--- src/rtl/lsu_mem_stage.sv ---
// Memory-stage load/store unit: one outstanding request, word-granular cache access with RMW.
// Optional feature macro: LSU_MISALIGN_TRAP_EN (misaligned requests return resp_err).
module lsu_mem_stage #(
   parameter int unsigned ADDR_W = 32,
   parameter int unsigned DATA_W = 32
) (
   input  logic              clk,
   input  logic              rst,
   input  logic              req_valid,
   output logic              req_ready,
   input  logic              req_we,
   input  logic [1:0]        req_size,
   input  logic              req_unsigned,
   input  logic [ADDR_W-1:0] req_addr,
   input  logic [DATA_W-1:0] req_wdata,
   output logic              resp_valid,
   output logic [DATA_W-1:0] resp_data,
   output logic              resp_err,
   output logic [ADDR_W-1:0] mem_raddr,
   input  logic [DATA_W-1:0] mem_rdata,
   output logic              mem_we,
   output logic [ADDR_W-1:0] mem_waddr,
   output logic [DATA_W-1:0] mem_wdata
);

   typedef enum logic [1:0] {StIdle, StRd, StWr, StResp} state_e;

   state_e            state_q, state_d;
   logic              we_q;
   logic              uns_q;
   logic              err_q;
   logic [1:0]        size_q;
   logic [ADDR_W-1:0] addr_q;
   logic [DATA_W-1:0] wdata_q;
   logic [DATA_W-1:0] word_q;

   logic              handshake;
   logic              misalign;
   logic              err_in;
   logic [ADDR_W-1:0] addr_in;
   logic [ADDR_W-1:0] addr_aligned;
   logic [7:0]        byte_sel;
   logic [15:0]       half_sel;
   logic [DATA_W-1:0] load_data;
   logic [DATA_W-1:0] merged;

   assign handshake = req_valid & req_ready;

   // Sizes 2 and 3 are both word accesses, so req_size[1] means "word".
   assign misalign = ((req_size == 2'd1) & req_addr[0]) |
                     (req_size[1] & (req_addr[1:0] != 2'b00));

`ifdef LSU_MISALIGN_TRAP_EN
   assign err_in  = misalign;
   assign addr_in = req_addr;
`else
   assign err_in = 1'b0;
   // Silently align the request instead of trapping.
   always_comb begin
      addr_in = req_addr;
      if (req_size == 2'd1) begin
         addr_in[0] = 1'b0;
      end else if (req_size[1]) begin
         addr_in[1:0] = 2'b00;
      end
   end
`endif

   always_comb begin
      state_d = state_q;
      unique case (state_q)
         StIdle: begin
            if (handshake) begin
               if (err_in) begin
                  state_d = StResp;
               end else if (!req_we) begin
                  state_d = StRd;
               end else if (req_size[1]) begin
                  state_d = StWr;
               end else begin
                  state_d = StRd;
               end
            end
         end
         StRd:    state_d = we_q ? StWr : StResp;
         StWr:    state_d = StResp;
         StResp:  state_d = StIdle;
         default: state_d = StIdle;
      endcase
   end

   always_ff @(posedge clk) begin
      if (rst) begin
         state_q <= StIdle;
         we_q    <= 1'b0;
         uns_q   <= 1'b0;
         err_q   <= 1'b0;
         size_q  <= 2'd0;
         addr_q  <= '0;
         wdata_q <= '0;
         word_q  <= '0;
      end else begin
         state_q <= state_d;
         if (handshake) begin
            we_q    <= req_we;
            uns_q   <= req_unsigned;
            err_q   <= err_in;
            size_q  <= req_size;
            addr_q  <= addr_in;
            wdata_q <= req_wdata;
         end
         if (state_q == StRd) begin
            word_q <= mem_rdata;
         end
      end
   end

   always_comb begin
      byte_sel = word_q[7:0];
      unique case (addr_q[1:0])
         2'd0: byte_sel = word_q[7:0];
         2'd1: byte_sel = word_q[15:8];
         2'd2: byte_sel = word_q[23:16];
         2'd3: byte_sel = word_q[31:24];
         default: byte_sel = word_q[7:0];
      endcase
   end

   assign half_sel = addr_q[1] ? word_q[31:16] : word_q[15:0];

   always_comb begin
      load_data = word_q;
      if (size_q == 2'd0) begin
         load_data = {{24{~uns_q & byte_sel[7]}}, byte_sel};
      end else if (size_q == 2'd1) begin
         load_data = {{16{~uns_q & half_sel[15]}}, half_sel};
      end
   end

   // Sub-word stores patch the captured word; word stores ignore it entirely.
   always_comb begin
      merged = wdata_q;
      if (size_q == 2'd0) begin
         merged = word_q;
         unique case (addr_q[1:0])
            2'd0: merged[7:0]   = wdata_q[7:0];
            2'd1: merged[15:8]  = wdata_q[7:0];
            2'd2: merged[23:16] = wdata_q[7:0];
            2'd3: merged[31:24] = wdata_q[7:0];
            default: merged[7:0] = wdata_q[7:0];
         endcase
      end else if (size_q == 2'd1) begin
         merged = word_q;
         if (addr_q[1]) begin
            merged[31:16] = wdata_q[15:0];
         end else begin
            merged[15:0] = wdata_q[15:0];
         end
      end
   end

   assign addr_aligned = {addr_q[ADDR_W-1:2], 2'b00};

   assign req_ready  = (state_q == StIdle);
   assign resp_valid = (state_q == StResp);
   assign resp_data  = (resp_valid && !we_q && !err_q) ? load_data : '0;
`ifdef LSU_MISALIGN_TRAP_EN
   assign resp_err   = resp_valid & err_q;
`else
   assign resp_err   = 1'b0;
`endif

   assign mem_raddr = addr_aligned;
   assign mem_waddr = addr_aligned;
   assign mem_wdata = merged;
   assign mem_we    = (state_q == StWr) & ~rst;

endmodule

--- config.mk ---
export PLATFORM = sky130hd
export DESIGN_NAME = lsu_mem_stage
export DESIGN_NICKNAME = d
export VERILOG_FILES = /design/src/rtl/lsu_mem_stage.sv
export SDC_FILE = /design/constraint.sdc
export NUM_CORES = 1
export LEC_CHECK = 0
export CAP_MARGIN = 5
export CELL_PAD_IN_SITES_DETAIL_PLACEMENT = 0
export CELL_PAD_IN_SITES_GLOBAL_PLACEMENT = 2
export CORE_UTILIZATION = 25
export DETAILED_ROUTE_END_ITERATION = 10
export GPL_ROUTABILITY_DRIVEN = 1
export PLACE_DENSITY_LB_ADDON = 0.1
export SLEW_MARGIN = 20
export SYNTH_ARGS = -nofsm -noshare
export SYNTH_HDL_FRONTEND = slang
export SYNTH_SLANG_ARGS = --single-unit
--- constraint.sdc ---
create_clock -name clk -period 3.35 [get_ports clk]
set_input_delay 0.335 -clock clk [delete_from_list [all_inputs] [get_ports clk]]
set_output_delay 0.335 -clock clk [all_outputs]
set_load 0.01 [all_outputs]
==> impl_metrics.csv, run 1 <==
group,metric,value,unit
synthesis,synth_edf_count,0,
timing,finalHoldViolCount,0,
synthesis,netlist_area,0.00578,mm²
clocking,clkTransAtPathRegs,0.07,ns
run_status,status,"finished, final reports clean",
timing,max_freq,316,MHz
routing,vias,5626,
routing,totalWireLength,22.0,mm
setup_path,slowest_delay,0.60,ns
finish,fin_nets,981,
finish,fin_area,0.00818,mm²
finish,area_growth,41.6,%
power_and_ir_drop,p_leak,2.89,nW
timing,period_needed,3.16,ns
global_routing,antenna_found_initial,0,
finish,layoutNonFillerInstCount,1164,
synthesis,ys_ff_latch,102,
timing,skew,0.00403,ns
routing,wl_per_cell,18.9,µm
timing,setup-tns-final,0,ns
floorplan,pin_count,235,
synthesis,synth_warnings,0,
clocking,root_buffer,"clkbuf_16",
synthesis,synth.top_cell.area_share,0.353,
synthesis,synth_ff_type,"dfxtp_1",
timing,slew_headroom,0.469,
setup_path,cp_num_buf_inv,2,
clocking,clock_sinks,102,
setup_path,critPathCaptureType,"output port",
finish,final_core_util,0.361,
setup_path,critPathKind,"flip-flop to output port",
job,maxCapViolCount,0,
synthesis,synth_top_area_cell,"dfxtp_1",
global_routing,grt_overflow,0,
timing,drv_slew,0,
power_and_ir_drop,irDropWorstVdd,0.239,mV
floorplan,coreArea,0.0226,mm²
setup_path,path_cells,"ha_1 > nor4bb_1 > a32oi_2 > buf_4 > a222oi_1 > clkdlybuf4s50_1",
routing,drc,0,
floorplan,die_y,154,µm
placement,placed_cell_area,0.00784,mm²
clocking,cts_setup_buffers,0,
floorplan,start_util,0.255,
setup_path,reg2reg_depth,6,
routing,drt-vias-per-instance,4.83,
floorplan,die_width,154,µm
hold_path,min_to,"addr_q[10]$_SDFFE_PP0P_",
placement,place.gp.congestion,0.900,
power_and_ir_drop,finalPower,4.50,mW
setup_path,r2r_start,"state_q[0]$_SDFFE_PP0P_",
clocking,clk_path_buf_depth,2,
setup_path,path_max_fanout,18,
placement,dp_cells,1148,
routing,antenna_left,0,
setup_path,slowest_stage,"clkdlybuf4s50_1",
finish,diodes,0,
floorplan,die_area,0.0237,mm²
setup_path,critPathLaunchType,"flip-flop",
synthesis,postSynth.asyncResetShare,0,
global_routing,gr-usage-all-layers,0.181,
global_routing,grt_pass1_wl,32.1,mm
synthesis,synthCells,736,
setup_path,reg2reg_to,"addr_q[13]$_SDFFE_PP0P_",
placement,portBuffers,229,
hold_path,min_path_type,"input pin to flip-flop",
setup_path,r2r_slack,1.24,ns
power_and_ir_drop,p_per_area,550,mW/mm²
synthesis,yosys.cell_types.count,41,
clocking,cts_tree,"yes",
timing,worst_pin_slew,0.793,ns
routing,firstDrtPassIters,8,
timing,final-setup-viol-count,0,
hold_path,min-delay-start,"rst",
synthesis,netlist_top_cells_area,"dfxtp_1, nand2_1, buf_4, a21oi_1, mux2i_1",
timing,fin_crit_sh,0.945,
setup_path,cp_top_family,"buffers and inverters",
synthesis,ys_seq_area_frac,0.353,
setup_path,worstPathArrival,2.83,ns
synthesis,syn_avg_cell_area,7.85,µm²
global_routing,grt_max_degree,57,
floorplan,rows,55,
clocking,clock_latency,0.35,ns
hold_path,min_path_cells,2,
timing,rsz0062_at_grt,"false",
global_routing,grt_pass1_vias,5286,
routing,drt_iter0_markers,325,
finish,layout-drive-gt1-share,0.0705,
clocking,htree_levels,3,
setup_path,crit_required,3.01,ns
clocking,cts_buffers,9,
placement,dp_hpwl,16.1,mm
-- timing repair --
item / CTS / global route
endpoints found under the hold margin: 0 / 0
resized for setup: 0 / 2
hold buffers: 0 / 0
setup endpoints to repair: 0 / 3
-- synthesized netlist by cell type (2+ instances only) --
| cell type | number |
|---|---|
| buf_4 | 69 |
| a221o_1 | 8 |
| a211oi_1 | 7 |
| nand2_1 | 145 |
| or3b_2 | 8 |
| mux2_1 | 8 |
| buf_1 | 9 |
| a31oi_1 | 9 |
| o22ai_1 | 15 |
| nor2b_1 | 2 |
| and2_1 | 9 |
| a21o_1 | 10 |
| o21ai_0 | 24 |
| nand2b_1 | 12 |
| nand3_1 | 10 |
| mux4_2 | 7 |
| dfxtp_1 | 102 |
| inv_1 | 30 |
| mux2_4 | 2 |
| a222oi_1 | 8 |
| ha_1 | 4 |
| a21oi_1 | 77 |
| a221oi_1 | 17 |
| clkbuf_1 | 29 |
| nor2_1 | 52 |
| buf_2 | 16 |
| mux2i_1 | 33 |
-- worst max-delay path by stage --
stage                            start  cells past startpoint             to
2_1_floorplan  state_q[0]$_SDFFE_PP0P_                      5  resp_data[12]
3_3_place_gp   state_q[0]$_SDFFE_PP0P_                      6  resp_data[23]
3_5_place_dp   state_q[0]$_SDFFE_PP0P_                      6  resp_data[23]
4_1_cts        state_q[0]$_SDFFE_PP0P_                      6  resp_data[23]
5_1_grt        state_q[0]$_SDFFE_PP0P_                      7  resp_data[11]
6_report       state_q[0]$_SDFFE_PP0P_                      6  resp_data[11]
-- state kept, by name (all words and copies together) (netlist names) --
signal / cells
addr_q: 32
size_q: 2
state_q: 2
uns_q: 1
wdata_q: 32
we_q: 1
word_q: 32
-- cell families after synthesis --
logic type,count (synthesis),synth area share
fa+ha+maj,4,0.00866
mux,50,0.105
simple gates,243,0.181
flops,102,0.353
buf+inv,155,0.150
other cells,1,0.000649
compound gates,181,0.200
-- report_power, final --
group	internal [mW]	switching, mW	leakage (nW)
Clock	0.678	0.497	0.156
Sequential	1.40	0.246	0.836
Combinational	0.839	0.843	1.90
-- layout make-up --
class / instances / area, µm²
tap: 285 / 357
clock inverter: 5 / 81.3
timing repair buffer: 248 / 2450
clock buffer: 11 / 243
sequential: 102 / 2040
multi-input combinational: 483 / 2900
inverter: 30 / 113
fill: 2374 / 14500
-- stage by stage --
step	setup slack, ns	hold WS, ns
detailed placement	0.594	0.450
global route	0.0512	0.469
CTS	0.196	0.445
floorplan	1.35	0.436
global placement	0.654	0.449
finish	0.186	0.453
-- layout by cell type, fill, tap and decap left out, drive strengths merged, types with 2 or more instances in the layout --
cell type,n
a21oi,78
nand2b,12
conb,5
bufinv,2
inv,31
buf,20
a221oi,17
clkbuf,11
ha,4
mux2,10
a21o,10
o21ai,24
and2,9
a211oi,8
nand3,10
a31oi,9
nor2,52
a221o,8
mux2i,33
nor2b,2
or3b,8
dfxtp,102
nand2,145
mux4,7
o22ai,15
a222oi,8
clkdlybuf4s50,227
-- per-layer routing --
| metal | up-vias | GRT usage | share of wire |
|---|---|---|---|
| met2 | 226 | 0.297 | 0.46 |
| met3 | 25 | 0.0448 | 0.072 |
| met1 | 2641 | 0.228 | 0.44 |
| li1 | 2734 | - | - |
| met4 | 0 | 0.0681 | 0.022 |
| met5 | - | 0 | 0 |
Power figures use the tool's default switching activity.
==> inputs of run 2 (changes only) <==
Settings changed: CELL_PAD_IN_SITES_DETAIL_PLACEMENT 0 to not set, CELL_PAD_IN_SITES_GLOBAL_PLACEMENT 2 to not set, CORE_UTILIZATION 25 to 47, PLACE_DENSITY set to 0.86, PLACE_DENSITY_LB_ADDON 0.1 to not set.
==> impl_metrics.csv, run 2 (same netlist as run 1, synthesis figures left out) <==
group,metric,value,unit
run_status,status,"finished, final reports clean",
setup_path,worstPathArrival,2.74,ns
timing,setup-tns-final,0,ns
routing,wl_per_cell,17.8,µm
clocking,clk_path_buf_depth,2,
floorplan,pin_count,235,
finish,diodes,0,
finish,top_regs,"addr_q (32), wdata_q (32), word_q (32)",
clocking,cts_buffers,9,
floorplan,die_area,0.0127,mm²
timing,fin_crit_sh,0.918,
finish,fillCellCount,1075,
finish,area_growth,37.2,%
clocking,clock_latency,0.35,ns
finish,most-common-layout-cells,"clkdlybuf4s50_1, nand2_1, dfxtp_1",
placement,place.gp.congestion,0.920,
global_routing,antenna_found_initial,0,
floorplan,start_util,0.481,
floorplan,coreArea,0.0120,mm²
clocking,cts_tree,"yes",
floorplan,die_y,113,µm
timing,finalHoldViolCount,0,
timing,worst_pin_slew,1.04,ns
setup_path,path_cells,"nor4b_2 > a211oi_2 > a221o_1 > clkdlybuf4s50_1",
setup_path,cp_num_buf_inv,1,
clocking,cts_hold_buffers,0,
finish,layout-drive-gt1-share,0.0630,
timing,drv_slew,0,
clocking,htree_levels,3,
floorplan,rows,40,
routing,vias,5683,
clocking,root_buffer,"clkbuf_16",
timing,max_freq,325,MHz
setup_path,critPathLaunchType,"flip-flop",
timing,period_needed,3.08,ns
timing,slew_headroom,0.308,
clocking,clkTransAtPathRegs,0.07,ns
power_and_ir_drop,p_leak,2.83,nW
global_routing,grt_pass1_vias,5084,
setup_path,cp_top_family,"simple AND/OR/NAND/NOR gates",
placement,dp_hpwl,12.9,mm
global_routing,grt_pass1_wl,27.4,mm
clocking,cts_setup_buffers,0,
routing,antenna_left,0,
global_routing,grt_overflow,0,
routing,firstDrtPassIters,7,
setup_path,crit_required,3.01,ns
finish,final_common_cell,"clkdlybuf4s50_1",
power_and_ir_drop,irDropWorstVdd,0.307,mV
finish,final_core_util,0.660,
clocking,cts_resized,0,
job,maxCapViolCount,0,
floorplan,die_width,113,µm
global_routing,grt_max_degree,76,
setup_path,slowest_delay,0.68,ns
routing,drc,0,
routing,drt_iter0_markers,622,
clocking,clock_sinks,102,
placement,portBuffers,229,
timing,rsz0062_at_grt,"false",
timing,final-setup-viol-count,0,
hold_path,min_path_type,"input pin to flip-flop",
power_and_ir_drop,p_per_area,544,mW/mm²
setup_path,slowest_stage,"nor4b_2",
routing,totalWireLength,18.2,mm
timing,skew,0.00467,ns
finish,fin_nets,975,
global_routing,gr-usage-all-layers,0.277,
setup_path,critPathCaptureType,"output port",
setup_path,path_max_fanout,14,
routing,drt-vias-per-instance,5.57,
setup_path,critPathKind,"flip-flop to output port",
## run 2: path summary, 6_finish.rpt
path,startpoint,end,slack (ns),cells after the start
worst max-delay path,addr_q[0]$_SDFFE_PP0P_,mem_wdata[15],0.27,4
worst min-delay path,rst,addr_q[23]$_SDFFE_PP0P_,0.37,2
worst max register to register,state_q[0]$_SDFFE_PP0P_,wdata_q[27]$_SDFFE_PP0P_,1.39,6
worst min register to register,wdata_q[18]$_SDFFE_PP0P_,wdata_q[18]$_SDFFE_PP0P_,0.46,2
## run 2: cell type report
type / count / area, µm² / share of cell area
Clock inverter: 5 / 60.1 / 0.00758
Timing Repair Buffer: 242 / 2400 / 0.303
Clock buffer: 11 / 233 / 0.0294
Tap cell: 147 / 184 / 0.0232
Sequential cell: 102 / 2040 / 0.258
Multi-Input combinational cell: 483 / 2890 / 0.365
Inverter: 30 / 113 / 0.0142
## run 2: routing by layer
| metal | GRT usage | vias to the layer above | routed length, µm |
|---|---|---|---|
| met5 | 0 | - | 0 |
| met4 | 0.0947 | 0 | 529 |
| met3 | 0.0487 | 44 | 1510 |
| met2 | 0.456 | 291 | 8560 |
| met1 | 0.368 | 2632 | 7580 |
| li1 | - | 2716 | - |
## run 2: stage by stage
stage	area, µm²	power, mW	std cells	hold WS, ns	worst slack (ns)
final	7930	4.31	1020	0.365	0.274
after global routing	7930	4.53	1020	0.375	0.0998
after CTS	7910	4.31	1019	0.360	0.138
after detailed placement	7620	3.27	1003	0.448	0.519
after global placement	7620	3.24	1003	0.442	0.561
after floorplan	5790	2.63	740	0.436	1.35
## run 2: power breakdown
group / switching, mW / internal (mW) / leakage (nW) / total [mW]
clock network: 0.457 / 0.581 / 0.140 / 1.04
logic: 0.802 / 0.825 / 1.85 / 1.63
registers: 0.242 / 1.40 / 0.836 / 1.64
total: 1.50 / 2.81 / 2.83 / 4.31
==> inputs of run 3 (changes only) <==
Settings changed: REMOVE_ABC_BUFFERS set to 1.
==> impl_metrics.csv, run 3 (same netlist as run 1, synthesis figures left out) <==
group,metric,value,unit
run_status,status,"finished, final reports clean",
placement,dp_hpwl,12.8,mm
hold_path,min_path_cells,2,
timing,drv_slew,0,
finish,diodes,0,
setup_path,r2r_start,"state_q[1]$_SDFFE_PP0P_",
timing,max_freq,316,MHz
floorplan,die_width,113,µm
setup_path,critPathLaunchType,"flip-flop",
setup_path,reg2reg_depth,6,
hold_path,min_to,"word_q[15]$_SDFFE_PP0N_",
routing,wl_per_cell,17.6,µm
timing,hold_ws,0.366,ns
power_and_ir_drop,irDropWorstVdd,0.437,mV
placement,portBuffers,229,
routing,vias,5665,
clocking,cts_setup_buffers,0,
clocking,root_buffer,"clkbuf_16",
setup_path,critPathCaptureType,"output port",
finish,top_regs,"addr_q (32), wdata_q (32), word_q (32)",
placement,place.gp.congestion,0.918,
setup_path,slowest_delay,0.63,ns
hold_path,min_path_type,"input pin to flip-flop",
floorplan,die_y,113,µm
setup_path,reg2reg_to,"wdata_q[16]$_SDFFE_PP0P_",
finish,final_common_cell,"clkdlybuf4s50_1",
global_routing,grt_pass1_vias,5317,
power_and_ir_drop,p_per_area,556,mW/mm²
setup_path,critPathKind,"flip-flop to output port",
finish,layout-drive-gt1-share,0.0674,
timing,finalHoldViolCount,0,
clocking,clk_path_buf_depth,2,
timing,final-setup-viol-count,0,
setup_path,worstPathArrival,2.83,ns
floorplan,die_area,0.0127,mm²
finish,most-common-layout-cells,"clkdlybuf4s50_1, nand2_1, dfxtp_1",
clocking,clock_latency,0.35,ns
timing,worst_pin_slew,1.09,ns
timing,setup-tns-final,0,ns
routing,drt_iter0_markers,378,
timing,skew,0.00657,ns
setup_path,slowest_stage,"clkdlybuf4s50_1",
finish,fin_nets,980,
clocking,clkTransAtPathRegs,0.07,ns
routing,antenna_left,0,
floorplan,coreArea,0.0120,mm²
clocking,htree_levels,3,
floorplan,rows,40,
clocking,cts_hold_buffers,0,
clocking,cts_tree,"yes",
setup_path,crit_required,3.01,ns
global_routing,gr-usage-all-layers,0.280,
global_routing,grt_pass1_wl,27.9,mm
floorplan,start_util,0.481,
global_routing,antenna_found_initial,1,
routing,drc,0,
power_and_ir_drop,p_leak,2.87,nW
clocking,cts_resized,0,
routing,drt-vias-per-instance,5.54,
global_routing,grt_max_degree,76,
setup_path,path_cells,"ha_1 > nor2b_1 > buf_4 > a32oi_2 > buf_6 > a222oi_1 > clkdlybuf4s50_1",
routing,totalWireLength,18.0,mm
routing,firstDrtPassIters,5,
clocking,clock_sinks,102,
floorplan,pin_count,235,
job,maxCapViolCount,0,
setup_path,path_max_fanout,14,
timing,fin_crit_sh,0.946,
global_routing,grt_overflow,0,
timing,rsz0062_at_grt,"false",
clocking,cts_buffers,9,
finish,area_growth,38.2,%
hold_path,min-delay-start,"rst",
timing,period_needed,3.17,ns
timing,slew_headroom,0.274,
setup_path,r2r_slack,1.33,ns
## run 3: layout make-up
| class | instances | area (µm²) |
|---|---|---|
| clock inverters | 4 | 97.6 |
| flip-flops and latches | 102 | 2040 |
| repair buffers | 247 | 2430 |
| inverters | 30 | 113 |
| well taps | 147 | 184 |
| clock buffers | 10 | 229 |
| multi-input cells | 483 | 2890 |
| fillers | 1020 | 4030 |
## run 3: worst max path at each step
stage,from,endpoint,slack [ns],cells after the start
finish,state_q[0]$_SDFFE_PP0P_,resp_data[11],0.18,7
global route,state_q[0]$_SDFFE_PP0P_,resp_data[28],0.09,7
CTS,state_q[0]$_SDFFE_PP0P_,resp_data[11],0.09,6
detailed placement,state_q[0]$_SDFFE_PP0P_,resp_data[11],0.47,6
global placement,state_q[0]$_SDFFE_PP0P_,resp_data[15],0.49,6
floorplan,addr_q[1]$_SDFFE_PP0P_,resp_data[10],0.63,3
## run 3: stage by stage
step,cell area [µm²],utilization,worst slack (ns),power [mW],instances
finish,7980,0.665,0.182,4.44,1023
global route,7980,0.665,0.0921,4.66,1023
CTS,7980,0.664,0.0873,4.46,1023
detailed placement,7650,0.637,0.472,3.28,1009
global placement,7640,0.636,0.493,3.25,1008
floorplan,5040,-,0.630,2.44,615
## run 3: routing by layer
layer	vias to the layer above	global-route usage	share of wire
met5	-	0	0.00072
met4	2	0.118	0.035
met3	44	0.0819	0.086
met2	277	0.456	0.47
met1	2620	0.347	0.41
li1	2722	-	-
## run 3: where the power goes
group	switching (mW)	leakage, nW	internal, mW
registers	0.208	0.836	1.40
logic	0.833	1.88	0.830
clock network	0.445	0.155	0.722
total	1.49	2.87	2.95
## run 3: critical path, delay by kind of cell (launching register included)
family	cells	cell delay [ns]
flops	1	0.39
fa+ha+maj	1	0.21
compound gates	2	0.66
simple gates	1	0.15
buf+inv	3	1.09
